### config.mk
export PLATFORM = sky130hd
export DESIGN_NAME = wb_stage
export DESIGN_NICKNAME = d
export VERILOG_FILES = /design/src/rtl/riscv_cpu_pkg.sv /design/src/rtl/wb_load_align.sv /design/src/rtl/wb_stage.sv
export SDC_FILE = /design/constraint.sdc
export NUM_CORES = 1
export LEC_CHECK = 0
export CORE_MARGIN = 2
export CORE_UTILIZATION = 47
export DETAILED_ROUTE_END_ITERATION = 10
export PLACE_DENSITY_LB_ADDON = 0.15
export SYNTH_ARGS = -nofsm -noshare
export SYNTH_HDL_FRONTEND = slang
export SYNTH_SLANG_ARGS = --single-unit
### constraint.sdc
create_clock -name clk_i -period 7.2 [get_ports clk_i]
set_clock_uncertainty 0.2 [all_clocks]
set_input_delay 1.44 -clock clk_i [delete_from_list [all_inputs] [get_ports clk_i]]
set_output_delay 1.44 -clock clk_i [all_outputs]
set_load 0.02 [all_outputs]
### src/rtl/riscv_cpu_pkg.sv
// Shared types for the CPU pipeline: writeback load data types and writeback FSM states.
package riscv_cpu_pkg;

    localparam int XLEN = 32;

    typedef enum logic [1:0] {
        WB_BYTE = 2'b00,
        WB_HALF = 2'b01,
        WB_WORD = 2'b10
    } wb_dtype_e;

    typedef enum logic {
        S_IDLE,
        S_WAIT_LOAD
    } wb_state_e;

endpackage

### src/rtl/wb_load_align.sv
// Load data aligner: picks the byte/half lane from a little-endian word and extends it.
module wb_load_align
    import riscv_cpu_pkg::*;
(
    input  logic [XLEN-1:0] data,
    input  logic [1:0]      dtype,
    input  logic            sign_ext,
    input  logic [1:0]      lsb,
    output logic [XLEN-1:0] result
);

    logic [7:0]  byte_lane;
    logic [15:0] half_lane;

    assign byte_lane = data[{lsb, 3'b000} +: 8];
    // lsb[0] is not looked at for halves; misaligned halves never reach this stage
    assign half_lane = lsb[1] ? data[31:16] : data[15:0];

    always_comb begin
        result = data;
        case (dtype)
            WB_BYTE: result = {{24{sign_ext & byte_lane[7]}}, byte_lane};
            WB_HALF: result = {{16{sign_ext & half_lane[15]}}, half_lane};
            default: result = data;
        endcase
    end

endmodule

### src/rtl/wb_stage.sv
// Writeback stage: selects ALU/load result, drives the registered RF write port and
// forwarding tap, counts retired instructions and stalls while load data is outstanding.
//
//  state       | meaning
//  ------------+-----------------------------------------------------------
//  S_IDLE      | accepting one instruction per cycle from MEM
//  S_WAIT_LOAD | load captured in hold registers, waiting for rvalid
module wb_stage
    import riscv_cpu_pkg::*;
#(
    parameter int DATA_WIDTH = 32,
    parameter int INSTRET_W  = 64
) (
    input  logic                  clk_i,
    input  logic                  rst_i,
    input  logic                  wb_valid_i,
    input  logic                  wb_rd_we_i,
    input  logic [4:0]            wb_rd_addr_i,
    input  logic                  wb_is_load_i,
    input  logic [1:0]            wb_data_type_i,
    input  logic                  wb_sign_ext_i,
    input  logic [1:0]            wb_addr_lsb_i,
    input  logic [DATA_WIDTH-1:0] wb_alu_result_i,
    input  logic                  wb_mem_valid_i,
    input  logic [DATA_WIDTH-1:0] wb_mem_data_i,
    output logic                  stall_o,
    output logic                  rf_we_o,
    output logic [4:0]            rf_waddr_o,
    output logic [DATA_WIDTH-1:0] rf_wdata_o,
    output logic                  fwd_valid_o,
    output logic [4:0]            fwd_rd_o,
    output logic [DATA_WIDTH-1:0] fwd_data_o,
    output logic [INSTRET_W-1:0]  instret_o
);

    wb_state_e             state_q, state_d;
    logic                  hold_we_q;
    logic [4:0]            hold_rd_q;
    logic [1:0]            hold_type_q;
    logic                  hold_sign_q;
    logic [1:0]            hold_lsb_q;

    logic                  retire, capture, use_alu;
    logic                  sel_we, sel_sign;
    logic [4:0]            sel_rd;
    logic [1:0]            sel_type, sel_lsb;
    logic [DATA_WIDTH-1:0] load_result, result;

    logic                  rf_we_q;
    logic [4:0]            rf_waddr_q;
    logic [DATA_WIDTH-1:0] rf_wdata_q;
    logic [INSTRET_W-1:0]  instret_q;

    always_comb begin
        state_d  = state_q;
        stall_o  = 1'b0;
        retire   = 1'b0;
        capture  = 1'b0;
        use_alu  = 1'b0;
        sel_we   = wb_rd_we_i;
        sel_rd   = wb_rd_addr_i;
        sel_type = wb_data_type_i;
        sel_sign = wb_sign_ext_i;
        sel_lsb  = wb_addr_lsb_i;
        case (state_q)
            S_IDLE: begin
                if (wb_valid_i) begin
                    if (!wb_is_load_i) begin
                        retire  = 1'b1;
                        use_alu = 1'b1;
                    end else if (wb_mem_valid_i) begin
                        retire = 1'b1;
                    end else begin
                        stall_o = 1'b1;
                        capture = 1'b1;
                        state_d = S_WAIT_LOAD;
                    end
                end
            end
            S_WAIT_LOAD: begin
                // upstream payload is ignored here; the held load owns the port
                sel_we   = hold_we_q;
                sel_rd   = hold_rd_q;
                sel_type = hold_type_q;
                sel_sign = hold_sign_q;
                sel_lsb  = hold_lsb_q;
                if (wb_mem_valid_i) begin
                    retire  = 1'b1;
                    state_d = S_IDLE;
                end else begin
                    stall_o = 1'b1;
                end
            end
            default: state_d = S_IDLE;
        endcase
    end

    wb_load_align u_align (
        .data     (wb_mem_data_i),
        .dtype    (sel_type),
        .sign_ext (sel_sign),
        .lsb      (sel_lsb),
        .result   (load_result)
    );

    assign result = use_alu ? wb_alu_result_i : load_result;

    always_ff @(posedge clk_i) begin
        if (rst_i) begin
            state_q     <= S_IDLE;
            hold_we_q   <= 1'b0;
            hold_rd_q   <= '0;
            hold_type_q <= '0;
            hold_sign_q <= 1'b0;
            hold_lsb_q  <= '0;
            rf_we_q     <= 1'b0;
            rf_waddr_q  <= '0;
            rf_wdata_q  <= '0;
            instret_q   <= '0;
        end else begin
            state_q <= state_d;
            if (capture) begin
                hold_we_q   <= wb_rd_we_i;
                hold_rd_q   <= wb_rd_addr_i;
                hold_type_q <= wb_data_type_i;
                hold_sign_q <= wb_sign_ext_i;
                hold_lsb_q  <= wb_addr_lsb_i;
            end
            rf_we_q    <= retire && sel_we && (sel_rd != 5'd0);
            rf_waddr_q <= retire ? sel_rd : 5'd0;
            rf_wdata_q <= retire ? result : '0;
            if (retire) instret_q <= instret_q + INSTRET_W'(1);
        end
    end

    assign rf_we_o     = rf_we_q;
    assign rf_waddr_o  = rf_waddr_q;
    assign rf_wdata_o  = rf_wdata_q;
    assign fwd_valid_o = rf_we_q;
    assign fwd_rd_o    = rf_waddr_q;
    assign fwd_data_o  = rf_wdata_q;
    assign instret_o   = instret_q;

endmodule

==> impl_metrics.ini <==
[yosys]
syn-instance-count = 687
synth_warnings = 0
yosys.cell_types.count = 48
avgSynthCellArea_um2 = 8.137
ys.flop_type = dfxtp_1
ys_seq_area_share_pct = 40.82
synthSimpleGateAreaFrac_pct = 24.35
synth-compound-area-share_pct = 15.42
ys_async_sr_fraction_pct = 0
synth_fa_ha_area_share_pct = 0.2238
synth_edf_count = 0
synth-xor-area-share_pct = 5.797
ys_ff_latch = 114
synth_top_family_by_area = simple AND/OR/NAND/NOR gates
netlist_area_um2 = 5590
synthMuxAreaShare_pct = 4.924
synth_nets = 768

[layout]
fillCellCount = 872
final_common_cell = clkdlybuf4s50_1
final_util_pct = 71.59
drive_gt1_share_pct = 6.797
final_nets = 936
syn_to_final_growth_pct = 47.47
mostFrequentLayoutCells = clkdlybuf4s50_1, dfxtp_1, nand2_1
diodes = 0

[grt]
grt_usage_pct = 26.88
grt_util_met2_pct = 47.47
grt_pass1_wl_um = 27280
grt_pass1_vias = 5354
globalRouteOverflowTotal = 0
grt_util_met1_pct = 29.96
top_usage_layer = met2
antenna_found_initial = 0
grt_util_met3_pct = 7.017
grt_max_degree = 80

[timing]
fin_tns_setup_ns = 0
slew_headroom_pct = 18.93
fmax_mhz = 219.6
fin_crit_ns = 4.553
rsz0062_at_grt = no
post-route-period-util_pct = 63.24
drv_slew = 0
tightest_slew_ns = 1.207
final-setup-viol-count = 0
hold_viol_final = 0

[die]
coreArea_um2 = 11520
start_util_pct = 48.54
pin_count = 221
dieArea_um2 = 12780
die_x_um = 113.1
fp.dieH_um = 113.1
std_cell_rows = 39

[worst_hold_path]
min_path_cells = 2
worstHoldStart = hold_type_q[1]
min_path_type = register to register
hold_path_end = hold_type_q[1]

[critical_path]
slowest_stage = clkdlybuf4s50_1
cp_num_cells = 4
cp-end-kind = output port
reg2reg_slack_ns = 3.50
r2r-start = state_q
rr_worst_depth = 5
crit_chain = clkdlybuf4s50_1 -> a21oi_1 -> nor2_1 -> clkdlybuf4s50_1
r2r_end = fwd_data_o[4]
cp.arrival_ns = 2.91
worst-setup-path-type = primary input to output port
crit_family = buffers and inverters
worstSetupStartpointType = primary input
critPathBufInv = 2
critPathRequiredTime_ns = 5.56
critPathMaxFanout = 7
slowest_delay_ns = 0.61
crit_top_cell = clkdlybuf4s50_1

[drt]
wl_per_cell_um = 17.61
drt_iter0_markers = 383
antenna_left = 0
vias = 5709
drt_wl_total_um = 17810
vias_per_cell = 5.647
remaining_drc_errors = 20
first_pass_iters = 8

[clock_network]
clkSlewWorstSetupHoldPaths_ns = 0.05
clk_latency_ns = 0.42
clock_path_buffers = 2
tritoncts = done
cts_setup_buffers = 0
cts_root_buffer = clkbuf_16
cts_num_sinks = 114
cts_resized = 0
htree_levels = 4
hold_buffers = 0
cts_made_buffers = 17

[status]
violations = design-rule violations
status = finished with violations

[pwr]
power.density_nw_per_um2 = 222.3
p_leak_uw = 0.002838
power.total_uw = 1833
ir_drop_uv = 158.7

[place]
port_buffers = 220
post-dp-hpwl_um = 12440
routabilityCongestion = 0.8586

[run]
maxCapViolations = 0
-- final cells by class --
| type | count | area (um^2) | share of cell area (%) |
|---|---|---|---|
| Multi-Input combinational cell | 489 | 2846 | 34.53 |
| Sequential cell | 114 | 2282 | 27.68 |
| Timing Repair Buffer | 224 | 2227 | 27.01 |
| Clock buffer | 21 | 470.5 | 5.706 |
| Clock inverter | 11 | 205.2 | 2.489 |
| Tap cell | 143 | 178.9 | 2.170 |
| Inverter | 9 | 33.78 | 0.4098 |
-- worst reg2reg max path: stages, from the launching register on --
cell	delay (ns)
dfxtp_1	1.02
mux2i_1	0.87
nor2b_1	0.66
o21ai_1	0.35
a222oi_1	0.34
a21oi_1	0.11
-- cells in the mapped netlist, drive strengths merged, types with 9 or more instances --
cell / instances / area share (%)
a21oi: 62 / 5.6
buf: 49 / 6.1
clkbuf: 26 / 1.7
dfxtp: 114 / 41
inv: 9 / 0.60
mux2: 12 / 2.4
mux2i: 14 / 2.5
nand2: 88 / 5.9
nand3: 28 / 2.7
nand4: 26 / 2.9
nor2: 71 / 4.8
o21ai: 43 / 3.8
or3: 15 / 1.7
xor2: 30 / 4.7
-- worst max path at each step --
stage | startpoint | endpoint
2_1_floorplan | wb_valid_i | stall_o
3_3_place_gp | wb_valid_i | stall_o
3_5_place_dp | wb_valid_i | stall_o
4_1_cts | wb_valid_i | stall_o
5_1_grt | wb_valid_i | stall_o
6_report | wb_valid_i | stall_o
-- flip-flops by register name, indices dropped and copies added, names as in the netlist --
| signal | cells |
|---|---|
| fwd_valid_o | 1 |
| hold_sign_q | 1 |
| fwd_data_o | 32 |
| state_q | 1 |
| hold_type_q | 2 |
| hold_rd_q | 5 |
| hold_we_q | 1 |
| fwd_rd_o | 5 |
| hold_lsb_q | 2 |
| instret_o | 64 |
-- stage by stage --
step | instances | cell area, um^2 | hold WS, ns | setup WS, ns
after detailed placement | 979 | 7569 | 0.2482 | 2.640
final | 1011 | 8244 | 0.2674 | 2.647
after global routing | 1011 | 8244 | 0.2923 | 2.569
after global placement | 979 | 7569 | 0.2422 | 2.684
after floorplan | 687 | 5590 | 0.2360 | 3.753
after CTS | 1011 | 8244 | 0.2689 | 2.639
-- layer usage --
metal	share of wire, %	wire length, um
met1	38	6708
met2	51	9089
met3	7.8	1392
met4	3.5	617
met5	0	0
-- cell families after synthesis --
family                     count (synthesis)
and+or+nand+nor                          274
AOI/OAI and AO/OA                        151
DFF                                      114
buffers and inverters                     84
xor gates and xnor gates                  37
muxes                                     26
adders and majority gates                  1
-- power by group --
part / internal, uW / leakage, uW / switching, uW
registers: 646 / 0.000924 / 11.9
logic: 105 / 0.00158 / 106
clock network: 672 / 0.000337 / 291
(Power assumes the default switching activity.)
